[src/rtl/pw_sequencer.sv]
// ---------------------------------------------------------------------------
// pw_sequencer
//
// Square-wave segment scheduler. A small register table holds
// (half-period, toggle-count) pairs. A run plays the entries back in order on
// sig_out, starting at entry 0 and ending at cfg_last. When loop_en is set,
// the run wraps back to entry 0 instead of ending. A run starts and continues
// only while the clock-wizard locked input is high.
//
// Ports
//   clk       in   clock
//   rst       in   asynchronous reset, active low
//   locked    in   clock-good qualifier for starting and sustaining a run
//   cfg_we    in   table write strobe (accepted only while idle)
//   cfg_addr  in   table entry index for writes
//   cfg_half  in   half-period value H; the half-period is H+1 cycles
//   cfg_rep   in   toggles per segment; 0 behaves as 1
//   cfg_last  in   index of the final segment (sampled live)
//   loop_en   in   wrap from cfg_last to entry 0 instead of finishing
//   start     in   one-cycle run request
//   stop      in   one-cycle run termination request
//   sig_out   out  registered waveform
//   com       out  one-cycle pulse on each segment's final toggle
//   seg_idx   out  active segment index
//   busy      out  high while a run is in progress
//   done      out  one-cycle pulse on natural completion
//   err       out  one-cycle pulse on abort (locked lost) or rejected write
//
// FSM states
//   state  | meaning
//   S_IDLE | waiting for start; table writable; sig_out holds its level
//   S_RUN  | playing segments; table write-protected
// ---------------------------------------------------------------------------
module pw_sequencer #(
    parameter int   CNT_W      = 24,
    parameter int   REP_W      = 16,
    parameter int   DEPTH      = 4,
    parameter logic IDLE_LEVEL = 1'b1,
    localparam int  AW         = $clog2(DEPTH)
) (
    input  logic             clk,
    input  logic             rst,
    input  logic             locked,
    input  logic             cfg_we,
    input  logic [AW-1:0]    cfg_addr,
    input  logic [CNT_W-1:0] cfg_half,
    input  logic [REP_W-1:0] cfg_rep,
    input  logic [AW-1:0]    cfg_last,
    input  logic             loop_en,
    input  logic             start,
    input  logic             stop,
    output logic             sig_out,
    output logic             com,
    output logic [AW-1:0]    seg_idx,
    output logic             busy,
    output logic             done,
    output logic             err
);

    typedef enum logic [0:0] {
        S_IDLE = 1'b0,
        S_RUN  = 1'b1
    } state_t;

    state_t           state;
    state_t           state_n;

    logic [CNT_W-1:0] half_tab [DEPTH];
    logic [REP_W-1:0] rep_tab  [DEPTH];

    logic [CNT_W-1:0] cnt;
    logic [CNT_W-1:0] cnt_n;
    logic [REP_W-1:0] tcnt;
    logic [REP_W-1:0] tcnt_n;
    logic [AW-1:0]    seg_n;
    logic             sig_n;
    logic             com_n;
    logic             done_n;
    logic             err_n;

    logic [CNT_W-1:0] cur_half;
    logic [REP_W-1:0] cur_rep;
    logic             half_hit;
    logic             seg_end;
    logic             tab_we;

    // Table is read combinationally at the active segment.
    assign cur_half = half_tab[seg_idx];
    assign cur_rep  = (rep_tab[seg_idx] == '0) ? REP_W'(1) : rep_tab[seg_idx];

    // The counter is compared before it advances, so it never exceeds H and
    // cannot overflow. tcnt stays below cur_rep, so tcnt+1 cannot wrap.
    assign half_hit = (cnt == cur_half);
    assign seg_end  = ((tcnt + REP_W'(1)) == cur_rep);

    assign tab_we   = cfg_we && (state == S_IDLE);
    assign busy     = (state == S_RUN);

    always_comb begin
        state_n = state;
        cnt_n   = cnt;
        tcnt_n  = tcnt;
        seg_n   = seg_idx;
        sig_n   = sig_out;
        com_n   = 1'b0;
        done_n  = 1'b0;
        err_n   = 1'b0;

        case (state)
            S_IDLE: begin
                if (start && locked && !stop) begin
                    state_n = S_RUN;
                    seg_n   = '0;
                    cnt_n   = '0;
                    tcnt_n  = '0;
                    sig_n   = IDLE_LEVEL;
                end
            end

            S_RUN: begin
                // A write attempt during a run is flagged even if the run
                // is also being terminated in the same cycle.
                err_n = cfg_we;
                if (stop || !locked) begin
                    // Termination beats a coincident terminal toggle.
                    state_n = S_IDLE;
                    sig_n   = IDLE_LEVEL;
                    seg_n   = '0;
                    cnt_n   = '0;
                    tcnt_n  = '0;
                    if (!locked) begin
                        err_n = 1'b1;
                    end
                end else if (half_hit) begin
                    cnt_n = '0;
                    sig_n = ~sig_out;
                    if (seg_end) begin
                        tcnt_n = '0;
                        com_n  = 1'b1;
                        if (seg_idx != cfg_last) begin
                            seg_n = seg_idx + AW'(1);
                        end else if (loop_en) begin
                            seg_n = '0;
                        end else begin
                            done_n  = 1'b1;
                            state_n = S_IDLE;
                        end
                    end else begin
                        tcnt_n = tcnt + REP_W'(1);
                    end
                end else begin
                    cnt_n = cnt + CNT_W'(1);
                end
            end

            default: begin
                state_n = S_IDLE;
            end
        endcase
    end

    always_ff @(posedge clk or negedge rst) begin
        if (!rst) begin
            state   <= S_IDLE;
            cnt     <= '0;
            tcnt    <= '0;
            seg_idx <= '0;
            sig_out <= IDLE_LEVEL;
            com     <= 1'b0;
            done    <= 1'b0;
            err     <= 1'b0;
        end else begin
            state   <= state_n;
            cnt     <= cnt_n;
            tcnt    <= tcnt_n;
            seg_idx <= seg_n;
            sig_out <= sig_n;
            com     <= com_n;
            done    <= done_n;
            err     <= err_n;
        end
    end

    always_ff @(posedge clk or negedge rst) begin
        if (!rst) begin
            for (int i = 0; i < DEPTH; i++) begin
                half_tab[i] <= '0;
                rep_tab[i]  <= '0;
            end
        end else if (tab_we) begin
            half_tab[cfg_addr] <= cfg_half;
            rep_tab[cfg_addr]  <= cfg_rep;
        end
    end

endmodule

[config.mk]
export PLATFORM = sky130hd
export DESIGN_NAME = pw_sequencer
export DESIGN_NICKNAME = d
export VERILOG_FILES = /design/src/rtl/pw_sequencer.sv
export SDC_FILE = /design/constraint.sdc
export NUM_CORES = 1
export LEC_CHECK = 0
export CORE_UTILIZATION = 60
export DETAILED_ROUTE_END_ITERATION = 8
export HOLD_SLACK_MARGIN = 0.08
export PLACE_DENSITY = 0.86
export SLEW_MARGIN = 20
export SYNTH_ARGS = -nofsm -noshare
export SYNTH_HDL_FRONTEND = slang
export SYNTH_SLANG_ARGS = --single-unit
[constraint.sdc]
create_clock -name clk -period 3.4 [get_ports clk]
set_clock_uncertainty 0.1 [all_clocks]
set_input_delay 0.68 -clock clk [delete_from_list [all_inputs] [get_ports clk]]
set_output_delay 0.68 -clock clk [all_outputs]
set_load 0.03 [all_outputs]
==> results of run 1 <==
==> worst max-delay path, delay by kind of cell (launching register included) <==
kind                      cells  cell delay (ns)
AOI/OAI and AO/OA             2             0.43
and+or+nand+nor               3             0.96
buffers and inverters         2             0.49
xor gates and xnor gates      1             0.18
muxes                         1             0.54
DFF                           1             0.46
==> where the power goes <==
group | switching, uW | total (uW) | leakage (uW) | internal (uW)
logic | 452 | 1060 | 0.00206 | 612
registers | 259 | 3130 | 0.00255 | 2870
clock network | 969 | 2510 | 0.000379 | 1540
==> cell type report <==
cell class | count | share of cell area [%]
flip-flops and latches | 207 | 43.5
repair buffers | 86 | 7.48
well taps | 220 | 2.31
inverters | 9 | 0.283
clock buffers | 34 | 5.76
multi-input cells | 507 | 40.0
clock inverters | 6 | 0.692
==> cells in the mapped netlist, drive strengths merged, types with 2 or more instances <==
library cell  count
a31o              2
dfrtp           206
nor4b             3
inv               9
xor2             37
nor3             13
and2              5
o21a              2
buf              24
o21ai            25
nand4             9
nand2            33
nor2b             4
nor4             17
and4              3
and3             13
ha                2
xnor2            23
nor2             34
a21oi             8
a211o             4
nand2b            7
mux2            161
a32o              2
a21o              8
o31ai             5
or4               3
mux4             40
nand3            16
xnor3             2
or3               5
o211ai            2
or2               2
nor3b             2
clkbuf           18
==> per-layer routing <==
metal  GRT usage, %  vias to the layer above
met1           40.6                     3525
met3           5.42                       74
met4           10.6                        0
met5              0                        -
li1               -                     2943
met2           47.3                      314
==> registers in the layout, summed over array words and instances (netlist names) <==
signal / flops
busy: 1
cnt: 24
com: 1
done: 1
err: 1
half_tab: 96
rep_tab: 64
seg_idx: 2
sig_out: 1
tcnt: 16
==> what timing repair did <==
item                                    in CTS  in global routing
resized for setup                            1                  2
endpoints found under the setup margin       1                 16
cloned                                       0                  0
setup buffers                                0                  3
pin swaps                                    0                  3
==> cell families (layout without fill, tap and decap cells) <==
kind of cell	Yosys count	after routing	share of synthesized area, %
AO/OA/AOI/OAI	70	70	4.66
AND/OR/NAND/NOR	171	171	9.19
XOR/XNOR	62	62	5.69
flip-flops	207	207	51.0
buffers and inverters	51	135	2.35
multiplexers	202	202	26.9
adder cells (fa/ha/maj)	2	2	0.246
==> through the flow <==
stage	cells	power, uW	util (%)
after detailed placement	1026	4200	67.1
after global routing	1069	6940	71.9
after floorplan	765	3800	-
final	1069	6710	71.9
after global placement	1026	4100	67.1
after CTS	1066	6720	71.8
==> worst min path at each step <==
stage                            from          end  slack, ns
after floorplan                   rst         busy       0.28
after global placement     rep_tab[3]   rep_tab[3]       0.38
after detailed placement  rep_tab[35]  rep_tab[35]       0.39
after CTS                         rst          com       0.13
after global routing              rst     tcnt[12]       0.16
final                             rst     tcnt[14]       0.11
==> flow_summary_export.csv, run 1 <==
group,metric,value,unit
status,status,"finished clean",
route,num_vias,6856,
yosys,ys_async_sr_fraction,100,%
final_layout,drive_above_1_share,33.5,%
route,remaining_drc_errors,0,
critical_path,cp-endpoint,"seg_idx[0]",
critical_path,reg2reg_to,"seg_idx[0]",
power_and_ir_drop,peakVddDrop,0.465,mV
final_layout,syn2layout_area_growth,17.4,%
sta,rsz0062_at_grt,"false",
route,wirelength,24500,microns
route,ant_nets,0,
critical_path,r2r_cells,9,
yosys,ys_warn_count,0,
yosys,synthDominantCellAreaShare,50.8,%
power_and_ir_drop,cellPowerDensity,562,nW/um^2
route,met1_length,10100,microns
route,first_iter_violations,555,
route,dr_wl_met3,1740,microns
critical_path,cpPeakStageDelay,0.54,ns
final_layout,ff_latch_area,5180,sq um
route,first_pass_iters,5,
place,dp_hpwl,16000,microns
final_layout,nFillCells,1070,
die,start_util,61.2,%
critical_path,slowest_stage,"mux4_2",
yosys,yosysSeqAreaShare,51.0,%
yosys,syn-num-nets,818,
yosys,synth-seq-cells,207,
sta,fin_tns_setup,0,ns
die,fp.dieH,132,microns
final_layout,final_area,11900,sq um
place,port_buffers,57,
clock_tree,cts_made_buffers,22,
final_layout,fin_nets,886,
yosys,synth-edff-count,0,
place,dpl_worst_slack,0.0693,ns
final_layout,n_antenna_cell,0,
clock_tree,clock_latency,0.51,ns
die,coreArea,16600,sq um
yosys,synthTopCellsByArea,"dfrtp_1, mux2_2, mux4_2, xor2_1, xnor2_1",
critical_path,cp-startpoint,"seg_idx[0]",
sta,setup_viol,0,
critical_path,critPathKind,"flop to flop",
yosys,synth_flop_cell,"dfrtp_1",
final_layout,final_common_cell,"dfrtp_1",
sta,fin_crit_sh,97.8,%
clock_tree,clk_path_buf_depth,3,
sta,layout_setup_ws,0.0732,ns
clock_tree,clk_pin_slew,0.06,ns
global_route,antenna_found_initial,0,
sta,fmax,0.301,GHz
clock_tree,cts.sinks,207,
yosys,syn_avg_cell_area,13.3,sq um
route,met2_length,12000,microns
sta,maxSlewHeadroom,56.0,%
critical_path,regToRegSetupSlack,0.07,ns
critical_path,crit_arrival,3.58,ns
clock_tree,htreeDepth,1,
yosys,ys_types,66,
route,vias_per_cell,6.41,
clock_tree,cts_tree,"yes",
global_route,grt_pass1_wl,39800,microns
yosys,synthCells,765,
critical_path,start_kind,"flop",
clock_tree,root_buffer,"clkbuf_16",
sta,max_slew.worst_pin.slew,0.657,ns
route,top_layer_used,"met4",
final_layout,layout_common_cells,"dfrtp_1, mux2_2, clkdlybuf4s50_1",
yosys,syn_area,10200,sq um
clock_tree,hold_buffers,0,
power_and_ir_drop,p_leak,0.00499,uW
global_route,grt_pass1_vias,7339,
sta,hold_violations,0,
place,gp_congestion,0.861,
route,avgRoutedWirePerCell,22.9,microns
die,die_w,132,microns
critical_path,worstReg2RegStart,"seg_idx[0]",
sta,whs,0.114,ns
place,dpl-instance-area,11100,sq um
critical_path,worstPathCellList,"buf_12, mux4_2, xor2_1, nor4_1, nand2_1, or2_2, a21oi_4, buf_4, o221ai_1",
final_layout,multi_input_area,4770,sq um
critical_path,crit_required,3.65,ns
die,die-area,17500,sq um
hold_path,min_path_type,"input pin to async pin",
critical_path,worst_setup_path_end_kind,"flop",
critical_path,path_max_fanout,18,
die,ioPinCount,58,
global_route,grt.total_usage,29.4,%
run,cap_viol_max_count,0,
sta,finalMaxSlewViolations,0,
yosys,yosysTopAreaCell,"dfrtp_1",
sta,min_period,3.33,ns
global_route,grt_max_degree,81,
global_route,grt_overflow,0,
die,row_count,47,
Power figures use the tool's default switching activity.
==> run 2: changes to the inputs <==
--- a/config.mk
+++ b/config.mk
@@ -5,6 +5,7 @@
 export SDC_FILE = /design/constraint.sdc
 export NUM_CORES = 1
 export LEC_CHECK = 0
+export CORE_ASPECT_RATIO = 1.2
 export CORE_UTILIZATION = 60
 export DETAILED_ROUTE_END_ITERATION = 8
 export HOLD_SLACK_MARGIN = 0.08
==> flow_summary_export.csv, run 2 (synthesis gave the netlist of run 1 again) <==
group,metric,value,unit
sta,max_slew.worst_pin.slew,0.700,ns
die,fp.dieH,145,microns
critical_path,crit_arrival,3.66,ns
final_layout,fin_nets,882,
final_layout,layout_common_cells,"dfrtp_1, mux2_2, clkdlybuf4s50_1",
status,status,"finished clean",
sta,maxSlewHeadroom,53.3,%
route,num_vias,6789,
clock_tree,hold_buffers,0,
global_route,grt_max_degree,88,
critical_path,start_kind,"flop",
final_layout,final_common_cell,"dfrtp_1",
run,cap_viol_max_count,0,
die,die-area,17500,sq um
clock_tree,clock_latency,0.50,ns
final_layout,largest_reg_flops,96,
clock_tree,clk_path_buf_depth,3,
sta,hold_violations,0,
global_route,grt.total_usage,29.2,%
route,avgRoutedWirePerCell,22.7,microns
die,ioPinCount,58,
global_route,grt_pass1_wl,39000,microns
global_route,grt.busiest_layer,"met2",
route,vias_per_cell,6.43,
final_layout,reg_top3,"half_tab: 96 flops, rep_tab: 64 flops, cnt: 24 flops",
place,dp_hpwl,16200,microns
final_layout,n_antenna_cell,0,
final_layout,regMostFlops,"half_tab",
route,remaining_drc_errors,0,
power_and_ir_drop,cellPowerDensity,556,nW/um^2
place,gp_congestion,0.947,
sta,setup_viol,0,
final_layout,drive_above_1_share,33.3,%
final_layout,final_cells,1056,
sta,fmax,0.296,GHz
critical_path,worst_setup_path_end_kind,"flop",
clock_tree,cts_made_buffers,21,
global_route,use_met2,49.3,%
global_route,grt_overflow,0,
final_layout,ff_latch_area,5180,sq um
global_route,grt_use_met3,4.30,%
power_and_ir_drop,peakVddDrop,0.491,mV
place,port_buffers,57,
sta,whs,0.126,ns
power_and_ir_drop,p_leak,0.00495,uW
critical_path,critPathKind,"flop to flop",
global_route,antenna_found_initial,0,
final_layout,multi_input_area,4780,sq um
sta,min_period,3.38,ns
final_layout,syn2layout_area_growth,16.6,%
clock_tree,post_cts_resized,0,
global_route,grt_pass1_vias,7180,
route,first_iter_violations,540,
critical_path,path_max_fanout,15,
clock_tree,cts_tree,"yes",
route,ant_nets,0,
die,start_util,61.9,%
critical_path,crit_required,3.68,ns
clock_tree,cts_setup_buffers,0,
die,coreArea,16400,sq um
route,wirelength,24000,microns
hold_path,min_path_type,"input pin to async pin",
clock_tree,root_buffer,"clkbuf_16",
final_layout,nFillCells,1014,
sta,finalMaxSlewViolations,0,
sta,fin_crit_sh,99.4,%
route,first_pass_iters,7,
global_route,met1_usage,38.9,%
clock_tree,htreeDepth,1,
clock_tree,clk_pin_slew,0.06,ns
place,dp_cells,1018,
clock_tree,cts.sinks,207,
die,die_w,121,microns
die,row_count,51,
## run 2: layout make-up
class / count / share of cell area, %
Clock inverter: 4 / 0.433
Clock buffer: 34 / 5.70
Multi-Input combinational cell: 507 / 40.4
Timing Repair Buffer: 83 / 7.17
Tap cell: 212 / 2.24
Inverter: 9 / 0.285
Sequential cell: 207 / 43.8
## run 2: path summary, 6_finish.rpt
kind                                  start            to  slack, ns  cells past startpoint
worst min register to register  half_tab[9]   half_tab[9]       0.40                      1
min in group clk                half_tab[9]   half_tab[9]       0.40                      1
worst min-delay path                    rst      tcnt[12]       0.13                      1
worst max register to register   seg_idx[0]    seg_idx[0]       0.02                     10
worst max-delay path             seg_idx[0]    seg_idx[0]       0.02                     10
max in group asynchronous               rst  half_tab[61]       2.25                      2
## run 2: metrics by stage
stage	setup TNS, ns	cell area, sq um	total power, uW	util [%]	worst slack (ns)
global placement	0	11100	4100	67.6	0.157
finish	0	11800	6580	72.2	0.0212
detailed placement	0	11100	4210	67.6	0.120
global route	-0.235	11800	6820	72.2	-0.0704
floorplan	0	10200	3800	-	0.193
CTS	0	11800	6590	72.1	0.0753
## run 2: power by group
group	total (uW)	leakage, uW	internal, uW	switching (uW)
Sequential	3120	0.00255	2870	248
Clock	2380	0.000357	1430	951
Combinational	1080	0.00205	616	461
Total	6580	0.00495	4920	1660
## run 2: critical path, cell delays in order, from the launching register on
cell and delay [ns]:
dfrtp_2 0.43, buf_12 0.20, mux4_2 0.52, xor2_1 0.17
nor4_1 0.37, nand4_1 0.25, or2_2 0.40, a21oi_2 0.23
buf_4 0.20, o211ai_1 0.12, o221ai_1 0.28
## run 2: layer usage
| layer | share of wire, % | vias up |
|---|---|---|
| li1 | - | 2929 |
| met1 | 41 | 3529 |
| met2 | 51 | 278 |
| met3 | 5.7 | 53 |
| met4 | 2.6 | 0 |
| met5 | 0 | - |
